`config.mk`:
```
export PLATFORM = sky130hd
export DESIGN_NAME = note_dispatcher_flat
export DESIGN_NICKNAME = d
export VERILOG_FILES = /design/src/rtl/note_dispatcher_if.sv /design/src/rtl/note_dispatcher.sv /design/src/flat_wrapper.sv
export SDC_FILE = /design/constraint.sdc
export NUM_CORES = 1
export LEC_CHECK = 0
export CAP_MARGIN = 20
export CORE_UTILIZATION = 42
export CTS_CLUSTER_SIZE = 25
export DETAILED_ROUTE_END_ITERATION = 8
export GPL_ROUTABILITY_DRIVEN = 0
export PLACE_DENSITY = 0.74
export SYNTH_ARGS = -nofsm -noshare
export SYNTH_HDL_FRONTEND = slang
export SYNTH_SLANG_ARGS = --single-unit
```
`constraint.sdc`:
```
create_clock -name i_clk -period 3.5 [get_ports i_clk]
set_input_delay 0.35 -clock i_clk [delete_from_list [all_inputs] [get_ports i_clk]]
set_output_delay 0.35 -clock i_clk [all_outputs]
set_load 0.005 [all_outputs]
```
`src/rtl/note_dispatcher_if.sv`:
```
// Bundles the song-reader stream and the player-bank outputs of the note dispatcher.
// The master modport is the song reader and sequencer side; the slave modport is the dispatcher.
interface note_dispatcher_if #(
  parameter int NUM_PLAYERS = 3
);
  logic                     play;
  logic                     beat;
  logic                     flush;
  logic                     new_note;
  logic [5:0]               note;
  logic [5:0]               duration;
  logic                     player_ready;
  logic [NUM_PLAYERS-1:0]   load_note;
  logic [6*NUM_PLAYERS-1:0] player_note;
  logic [NUM_PLAYERS-1:0]   player_active;
  logic                     all_idle;

  modport master (
    output play, beat, flush, new_note, note, duration,
    input  player_ready, load_note, player_note, player_active, all_idle
  );

  modport slave (
    input  play, beat, flush, new_note, note, duration,
    output player_ready, load_note, player_note, player_active, all_idle
  );
endinterface

```
`src/rtl/note_dispatcher.sv`:
```
// Round-robin allocator of a small note-player pool with per-player beat countdowns,
// so that chord notes released back to back sound together.
module note_dispatcher #(
  parameter int NUM_PLAYERS = 3,
  parameter int PTR_W       = 2
) (
  input  logic            i_clk,
  input  logic            i_reset,
  note_dispatcher_if.slave bus
);

  logic [5:0]               r_cnt [NUM_PLAYERS];
  logic [NUM_PLAYERS-1:0]   r_active;
  logic [NUM_PLAYERS-1:0]   r_load;
  logic [6*NUM_PLAYERS-1:0] r_note;
  logic [PTR_W-1:0]         r_ptr;

  logic [NUM_PLAYERS-1:0]   w_free;
  logic                     w_ready;
  logic                     w_load;
  logic                     w_found;
  logic [PTR_W-1:0]         w_sel_idx;
  logic [NUM_PLAYERS-1:0]   w_sel;
  logic [PTR_W-1:0]         w_ptr_next;

  assign w_free  = ~r_active;
  assign w_ready = (|w_free) & ~bus.flush & ~i_reset;
  // Rests (note or duration of zero) are consumed without touching any player.
  assign w_load  = bus.new_note & w_ready & (bus.note != 6'd0) & (bus.duration != 6'd0);

  // Pick the first free player scanning from the round-robin pointer, with wrap.
  always_comb begin
    int v_idx;
    logic [PTR_W-1:0] v_idx_l;
    w_found   = 1'b0;
    w_sel_idx = '0;
    w_sel     = '0;
    v_idx     = 0;
    v_idx_l   = '0;
    for (int k = 0; k < NUM_PLAYERS; k++) begin
      v_idx = int'(r_ptr) + k;
      if (v_idx >= NUM_PLAYERS) begin
        v_idx = v_idx - NUM_PLAYERS;
      end else begin
        v_idx = v_idx;
      end
      v_idx_l = PTR_W'(v_idx);
      if (!w_found && w_free[v_idx_l]) begin
        w_found   = 1'b1;
        w_sel_idx = v_idx_l;
      end else begin
        w_found   = w_found;
      end
    end
    for (int i = 0; i < NUM_PLAYERS; i++) begin
      if (w_load && w_found && (w_sel_idx == PTR_W'(i))) begin
        w_sel[i] = 1'b1;
      end else begin
        w_sel[i] = 1'b0;
      end
    end
    if (w_sel_idx == PTR_W'(NUM_PLAYERS - 1)) begin
      w_ptr_next = '0;
    end else begin
      w_ptr_next = w_sel_idx + PTR_W'(1);
    end
  end

  // Player state: countdowns, activity flags, held notes, load pulses and pointer.
  always_ff @(posedge i_clk or posedge i_reset) begin
    if (i_reset) begin
      for (int i = 0; i < NUM_PLAYERS; i++) begin
        r_cnt[i] <= 6'd0;
      end
      r_active <= '0;
      r_load   <= '0;
      r_note   <= '0;
      r_ptr    <= '0;
    end else if (bus.flush) begin
      for (int i = 0; i < NUM_PLAYERS; i++) begin
        r_cnt[i] <= 6'd0;
      end
      r_active <= '0;
      r_load   <= '0;
      r_ptr    <= '0;
    end else begin
      r_load <= w_sel;
      for (int i = 0; i < NUM_PLAYERS; i++) begin
        if (w_sel[i]) begin
          r_cnt[i]         <= bus.duration;
          r_active[i]      <= 1'b1;
          r_note[6*i +: 6] <= bus.note;
        end else if (bus.beat && bus.play && r_active[i]) begin
          r_cnt[i] <= r_cnt[i] - 6'd1;
          if (r_cnt[i] == 6'd1) begin
            r_active[i] <= 1'b0;
          end
        end
      end
      if (w_load && w_found) begin
        r_ptr <= w_ptr_next;
      end
    end
  end

  assign bus.player_ready  = w_ready;
  assign bus.load_note     = r_load;
  assign bus.player_note   = r_note;
  assign bus.player_active = r_active;
  assign bus.all_idle      = ~|r_active;

endmodule

```
`src/flat_wrapper.sv`:
```
// flat-port wrapper written by rule: the top's interface ports become plain ports
module note_dispatcher_flat 
#(
  parameter int NUM_PLAYERS = 3,
  parameter int PTR_W       = 2
)
  (i_clk, i_reset, bus_play, bus_beat, bus_flush, bus_new_note, bus_note, bus_duration, bus_player_ready, bus_load_note, bus_player_note, bus_player_active, bus_all_idle);
  note_dispatcher_if #(.NUM_PLAYERS(NUM_PLAYERS)) bus_i ();
  input  logic i_clk;
  input  logic i_reset;
  input wire logic [$bits(bus_i.play)-1:0] bus_play;
  input wire logic [$bits(bus_i.beat)-1:0] bus_beat;
  input wire logic [$bits(bus_i.flush)-1:0] bus_flush;
  input wire logic [$bits(bus_i.new_note)-1:0] bus_new_note;
  input wire logic [$bits(bus_i.note)-1:0] bus_note;
  input wire logic [$bits(bus_i.duration)-1:0] bus_duration;
  output wire logic [$bits(bus_i.player_ready)-1:0] bus_player_ready;
  output wire logic [$bits(bus_i.load_note)-1:0] bus_load_note;
  output wire logic [$bits(bus_i.player_note)-1:0] bus_player_note;
  output wire logic [$bits(bus_i.player_active)-1:0] bus_player_active;
  output wire logic [$bits(bus_i.all_idle)-1:0] bus_all_idle;
  assign bus_i.play = bus_play;
  assign bus_i.beat = bus_beat;
  assign bus_i.flush = bus_flush;
  assign bus_i.new_note = bus_new_note;
  assign bus_i.note = bus_note;
  assign bus_i.duration = bus_duration;
  assign bus_player_ready = bus_i.player_ready;
  assign bus_load_note = bus_i.load_note;
  assign bus_player_note = bus_i.player_note;
  assign bus_player_active = bus_i.player_active;
  assign bus_all_idle = bus_i.all_idle;
  note_dispatcher #(.NUM_PLAYERS(NUM_PLAYERS), .PTR_W(PTR_W)) u_core (.i_clk(i_clk), .i_reset(i_reset), .bus(bus_i));
endmodule
```
==> results_dict.tcl, run 1 <==
set metrics [dict create \
    hold_class "in2async" \
    ys_types 43 \
    synthArstFlopShare_pct 100 \
    cpMaxStageDelayCell "a21oi_2" \
    antenna_found_initial 0 \
    synth_ff_type "dfrtp_1" \
    clk_latency_ns 0.29 \
    wl_met1_mm 2.45 \
    dr_wl_met3_um 273 \
    cts_root_buf "clkbuf_8" \
    grt_max_degree 31 \
    synth_edf_count 0 \
    grt_pass1_wl_mm 8.65 \
    slew_viol_final 0 \
    routed.top_layer "met4" \
    worstPathRequired_ns 3.68 \
    final_layout_size_suffix_gt1_share_pct 17.1 \
    final_common_cell "dfrtp_1" \
    cpPeakStageDelay_ns 0.48 \
    tightest_slew_ns 0.577 \
    portBuffers 43 \
    drt_pre_antenna_iters 4 \
    grt_pass1_vias 1771 \
    finalWorstSetupSlack_ns 0.697 \
    fin_skew_ns 0.00755 \
    dp_hpwl_mm 3.96 \
    status "completed" \
    fin_nets 303 \
    setup_tns_ns 0 \
    diodes 0 \
    ir_drop_uv 226 \
    hold_viol 0 \
    clkSinkCount 44 \
    postCtsHoldBufs 0 \
    grtUsageTotal_pct 17.9 \
    pre_cts_slack_ns 0.777 \
    chipWidth_um 79.5 \
    synth_area_per_cell_um2 10.9 \
    numCtsBuffers 5 \
    num_rows 27 \
    cts.path.max_buffers 2 \
    start_util_pct 44.7 \
    mappedNetlistArea_um2 2520 \
    ant_nets 0 \
    finalSetupViolCount 0 \
    fmax_mhz 357 \
    rsz0062_at_grt "false" \
    cts_setup_buffers 0 \
    drt_wl_total_mm 5.51 \
    crit_chain "inv_1, ha_1, mux2i_1, mux2i_1, and2_1, a21oi_2, nand3_4, mux2_1" \
    most-common-layout-cells "44 x dfrtp_1, 43 x clkdlybuf4s50_1, 21 x mux2_2, 17 x nor2_1, 14 x nor3_1" \
    maxSlewHeadroom_pct 61.6 \
    crit-reg2reg-launch "u_core.r_ptr[0]" \
    period_needed_ns 2.80 \
    vias 1914 \
    grt_overflow 0 \
    area_growth_pct 25.0 \
    place_inst 339 \
    start_kind "register" \
    drv_cap 0 \
    r2r_slack_ns 0.70 \
    yosys_register_bits 44 \
    crit_arrival_ns 2.98 \
    critPathKind "reg2reg" \
    crit_path_frequent_cell "mux2i_1" \
    p_per_area_nw_per_um2 607 \
    drtIter0Drc 107 \
    ctsResizeCount 0 \
    path_clk_slew_ns 0.08 \
    syn_nets 260 \
    seq_area_frac_synth_pct 43.7 \
    die_y_um 79.5 \
    synthCells 232 \
    drc 0 \
    finish.utilization_pct 55.8 \
    reg2regPathDepth 8 \
    pin_count 44 \
    cts_max_level 2 \
    cts_tree "yes" \
    wl_met2_mm 2.70 \
    dieArea_um2 6310 \
    final.period_utilization_pct 80.1 \
    instances_no_fill 347 \
    post_drt_wl_per_cell_um 15.9 \
    core_um2 5640 \
    ys_warn_count 0 \
    cp-end-kind "register" \
    p_leak_uw 0.00138 \
    r2r-end "u_core.bus.player_note[1]" \
    crit_fanout 15 \
    vias_per_cell 5.52 \
]
sequential cells by signal (all words and copies together), names as in the netlist:
name / flops
u_core.bus.player_active: 3
u_core.bus.player_note: 18
u_core.r_ptr: 2
u_core.bus.load_note: 3
u_core.r_cnt: 18
metrics by stage:
step	instance area (um^2)	power (uW)	hold WS, ns
after floorplan	2520	1140	0.482
after global placement	2990	1450	0.490
after detailed placement	2990	1470	0.496
after CTS	3120	1930	0.515
after global routing	3150	2030	0.434
final	3150	1910	0.401
worst max-delay path: cells and delay by family, from the launching register on:
family                   cells  cell delay [ns]
multiplexers                 3             0.76
flip-flops                   1             0.38
AO/OA/AOI/OAI                1             0.48
buffers and inverters        1             0.08
adder cells (fa/ha/maj)      1             0.45
AND/OR/NAND/NOR              2             0.52
where the power goes:
group	internal [uW]	switching [uW]	total, uW
combinational	438	282	720
clock	281	166	447
sequential	646	96.8	743
worst max path at each step:
| stage | start | endpoint | slack [ns] | depth (start not counted) |
|---|---|---|---|---|
| 2_1_floorplan | u_core.r_ptr[0] | u_core.bus.player_note[10] | 0.94 | 10 |
| 3_3_place_gp | u_core.r_ptr[0] | u_core.bus.player_note[0] | 0.84 | 8 |
| 3_5_place_dp | u_core.r_ptr[0] | u_core.bus.player_note[1] | 0.78 | 8 |
| 4_1_cts | u_core.r_ptr[0] | u_core.bus.player_note[1] | 0.73 | 8 |
| 5_1_grt | u_core.r_ptr[0] | u_core.bus.player_note[1] | 0.53 | 8 |
| 6_report | u_core.r_ptr[0] | u_core.bus.player_note[1] | 0.70 | 8 |
layout make-up:
type	count	area (um^2)
fillers	480	2490
multi-input cells	165	1310
flip-flops and latches	44	1100
repair buffers	46	473
well taps	72	90.1
clock buffers	5	68.8
clock inverters	2	60.1
inverters	13	48.8
synthesized netlist by cell type (3+ instances only):
cell	n	area, um^2
inv_1	13	48.8
or3_1	4	25.0
and3_1	3	18.8
nor3_1	14	70.1
o31ai_1	3	22.5
clkbuf_1	4	15.0
dfrtp_1	44	1100
ha_1	10	125
o21ai_0	6	30.0
xor2_1	5	43.8
mux2_4	7	105
nand2b_1	3	18.8
a21oi_1	8	40.0
mux2_2	21	236
nand3_1	4	20.0
mux2i_1	3	30.0
nor4_1	8	50.1
nand4b_1	3	26.3
nor2_1	17	63.8
xnor2_1	10	87.6
nand2_1	7	26.3
nor2b_1	7	43.8
layer usage:
metal	global-route usage [%]	vias to the layer above
li1	-	905
met1	24.5	948
met2	28.5	52
met3	3.66	9
met4	5.27	0
met5	0	-
cell families (layout without fill, tap and decap cells):
kind of cell	after synthesis	count (layout)	synth area share, %
multiplexers	33	33	15.6
flip-flops	44	44	43.7
XOR/XNOR	15	15	5.21
buffers and inverters	23	66	4.42
AO/OA/AOI/OAI	28	28	8.24
AND/OR/NAND/NOR	79	79	17.8
adder cells (fa/ha/maj)	10	10	4.97
Note: power is estimated with default switching activity, not from simulation.
==> run 2, diff against run 1 <==
==> constraint.sdc (replaced) <==
create_clock -name i_clk -period 2.6 [get_ports i_clk]
set_input_delay 0.26 -clock i_clk [delete_from_list [all_inputs] [get_ports i_clk]]
set_output_delay 0.26 -clock i_clk [all_outputs]
set_load 0.005 [all_outputs]
==> run 2 against run 1 <==
Compared with the run above: die area unchanged; register-to-register slack got worse by 0.66 ns; maximum frequency increased by 9.5%; clock skew decreased by 0.00067 ns; non-clock buffer count increased by 12; sequential power increased by 34%; global-route usage increased by 0.95 points; critical path depth unchanged; routed wire length increased by 11%; via count increased by 2.7%; first-iteration DRC count increased by 4.7%; highest routed layer unchanged.
==> results_dict.tcl, run 2 (synthesis gave the netlist of run 1 again) <==
set metrics [dict create \
    drt_wl_total_mm 6.12 \
    period_needed_ns 2.56 \
    postCtsHoldBufs 0 \
    most-common-layout-cells "44 x dfrtp_1, 43 x clkdlybuf4s50_1, 21 x mux2_2, 17 x nor2_1" \
    met2_usage_pct 30.4 \
    grt_overflow 0 \
    place_inst 351 \
    grt_pass1_wl_mm 9.04 \
    r2r_slack_ns 0.04 \
    power_frac_comb_pct 42.1 \
    cpPeakStageDelay_ns 0.41 \
    drv_cap 0 \
    post_drt_wl_per_cell_um 16.9 \
    num_rows 27 \
    ir_drop_uv 340 \
    start_kind "register" \
    grtUsageTotal_pct 18.8 \
    cp-end-kind "register" \
    finish.utilization_pct 58.5 \
    crit_fanout 8 \
    worstPathRequired_ns 2.78 \
    clkSinkCount 44 \
    switching_power_uw 817 \
    p_per_area_nw_per_um2 805 \
    portBuffers 43 \
    tightest_slew_ns 0.730 \
    drtIter0Drc 112 \
    slew_viol_final 0 \
    core_um2 5640 \
    final_layout_size_suffix_gt1_share_pct 23.1 \
    power_frac_clock_pct 20.5 \
    setup_tns_ns 0 \
    cts_tree "yes" \
    fin_skew_ns 0.00688 \
    drc 0 \
    fmax_mhz 391 \
    finalSetupViolCount 0 \
    crit_arrival_ns 2.74 \
    use_met3_pct 4.00 \
    vias 1965 \
    grt_max_degree 28 \
    ant_nets 0 \
    hold_viol 0 \
    antenna_found_initial 0 \
    path_clk_slew_ns 0.08 \
    placed_area_um2 3100 \
    chipWidth_um 79.5 \
    cts_root_buf "clkbuf_8" \
    met1_usage_pct 25.1 \
    maxSlewHeadroom_pct 51.0 \
    power.total_uw 2660 \
    pin_count 44 \
    swShare_pct 30.7 \
    p_leak_uw 0.00145 \
    status "completed" \
    cts_max_level 2 \
    critPathKind "reg2reg" \
    fin_nets 317 \
    clk_latency_ns 0.30 \
    crit_chain "inv_2, ha_4, mux2i_1, mux2i_2, and2_4, a221o_1, nand2b_4, mux2_2" \
    grt_pass1_vias 1916 \
    drt_pre_antenna_iters 4 \
    dp_hpwl_mm 4.25 \
    busiest_layer "met2" \
    diodes 0 \
    instances_no_fill 362 \
    start_util_pct 44.7 \
    intPower_uw 1840 \
    vias_per_cell 5.43 \
    area_growth_pct 31.1 \
    cts.path.max_buffers 2 \
    die_y_um 79.5 \
    p_seq_share_pct 37.5 \
    final.period_utilization_pct 98.4 \
    dieArea_um2 6310 \
    cpMaxStageDelayCell "dfrtp_1" \
    hold_class "in2async" \
    finalInstanceArea_um2 3300 \
    numCtsBuffers 5 \
    final_common_cell "dfrtp_1" \
]
==> run 2: cell types whose count changed in the layout (fill, tap and decap cells not counted), sizes merged <==
cell	change
bufinv	-1
nand2b	+1
nand3	+1
clkinv	+1
buf	+12
clkbuf	+1
==> run 2: final timing paths <==
check,startpoint,to,cells past startpoint
min,i_reset,u_core.r_cnt[1],2
max reg2reg,u_core.r_ptr[0],u_core.bus.player_note[7],8
max in group asynchronous,i_reset,u_core.bus.player_note[15],3
min reg2reg,u_core.bus.player_note[5],u_core.bus.player_note[5],1
min in group i_clk,u_core.bus.player_note[5],u_core.bus.player_note[5],1
max,u_core.r_ptr[0],u_core.bus.player_note[7],8
==> run 2: timing repair <==
| item | 4_1_cts | 5_1_grt |
|---|---|---|
| buffers inserted | 0 | 1 |
| pin swaps | 0 | 2 |
| endpoints found under the setup margin | 8 | 30 |
| gates resized for setup | 1 | 11 |
| hold endpoints to repair | 0 | 0 |
| cloned | 0 | 2 |
==> run 2: worst max-delay path, delay by kind of cell, from the launching register on <==
family / cells / cell delay, ns
compound gates: 1 / 0.32
fa+ha+maj: 1 / 0.24
buf+inv: 1 / 0.11
flops: 1 / 0.41
mux: 3 / 0.86
simple gates: 2 / 0.51
==> run 2: final cells by class <==
| cell class | count | area, um^2 |
|---|---|---|
| inverter | 13 | 48.8 |
| clock inverter | 2 | 38.8 |
| tap | 72 | 90.1 |
| sequential | 44 | 1100 |
| fill | 460 | 2340 |
| timing repair buffer | 58 | 563 |
| multi-input combinational | 167 | 1380 |
| clock buffer | 6 | 82.6 |
==> run 2: layer usage <==
| layer | vias to the layer above | part of all wire, % | routed length [um] |
|---|---|---|---|
| met3 | 10 | 5.1 | 311 |
| met2 | 64 | 50 | 3070 |
| met1 | 957 | 43 | 2630 |
| met4 | 0 | 1.6 | 98 |
| li1 | 934 | - | - |
| met5 | - | 0 | 0 |
==> run 2: power by group through the flow <==
stage	Clock (uW)	Sequential, uW	Combinational [uW]
after floorplan	0	999	529
after global placement	0	1000	998
after detailed placement	0	1010	1020
after CTS	561	994	1030
after global routing	593	1020	1200
final	544	996	1120
==> run 2: stage by stage <==
stage          hold slack, ns  setup WS [ns]
6_report                0.354         0.0411
2_1_floorplan           0.392         0.0350
5_1_grt                 0.382        -0.0708
4_1_cts                 0.330         0.0249
3_3_place_gp            0.478         0.0368
3_5_place_dp            0.493       -0.00132
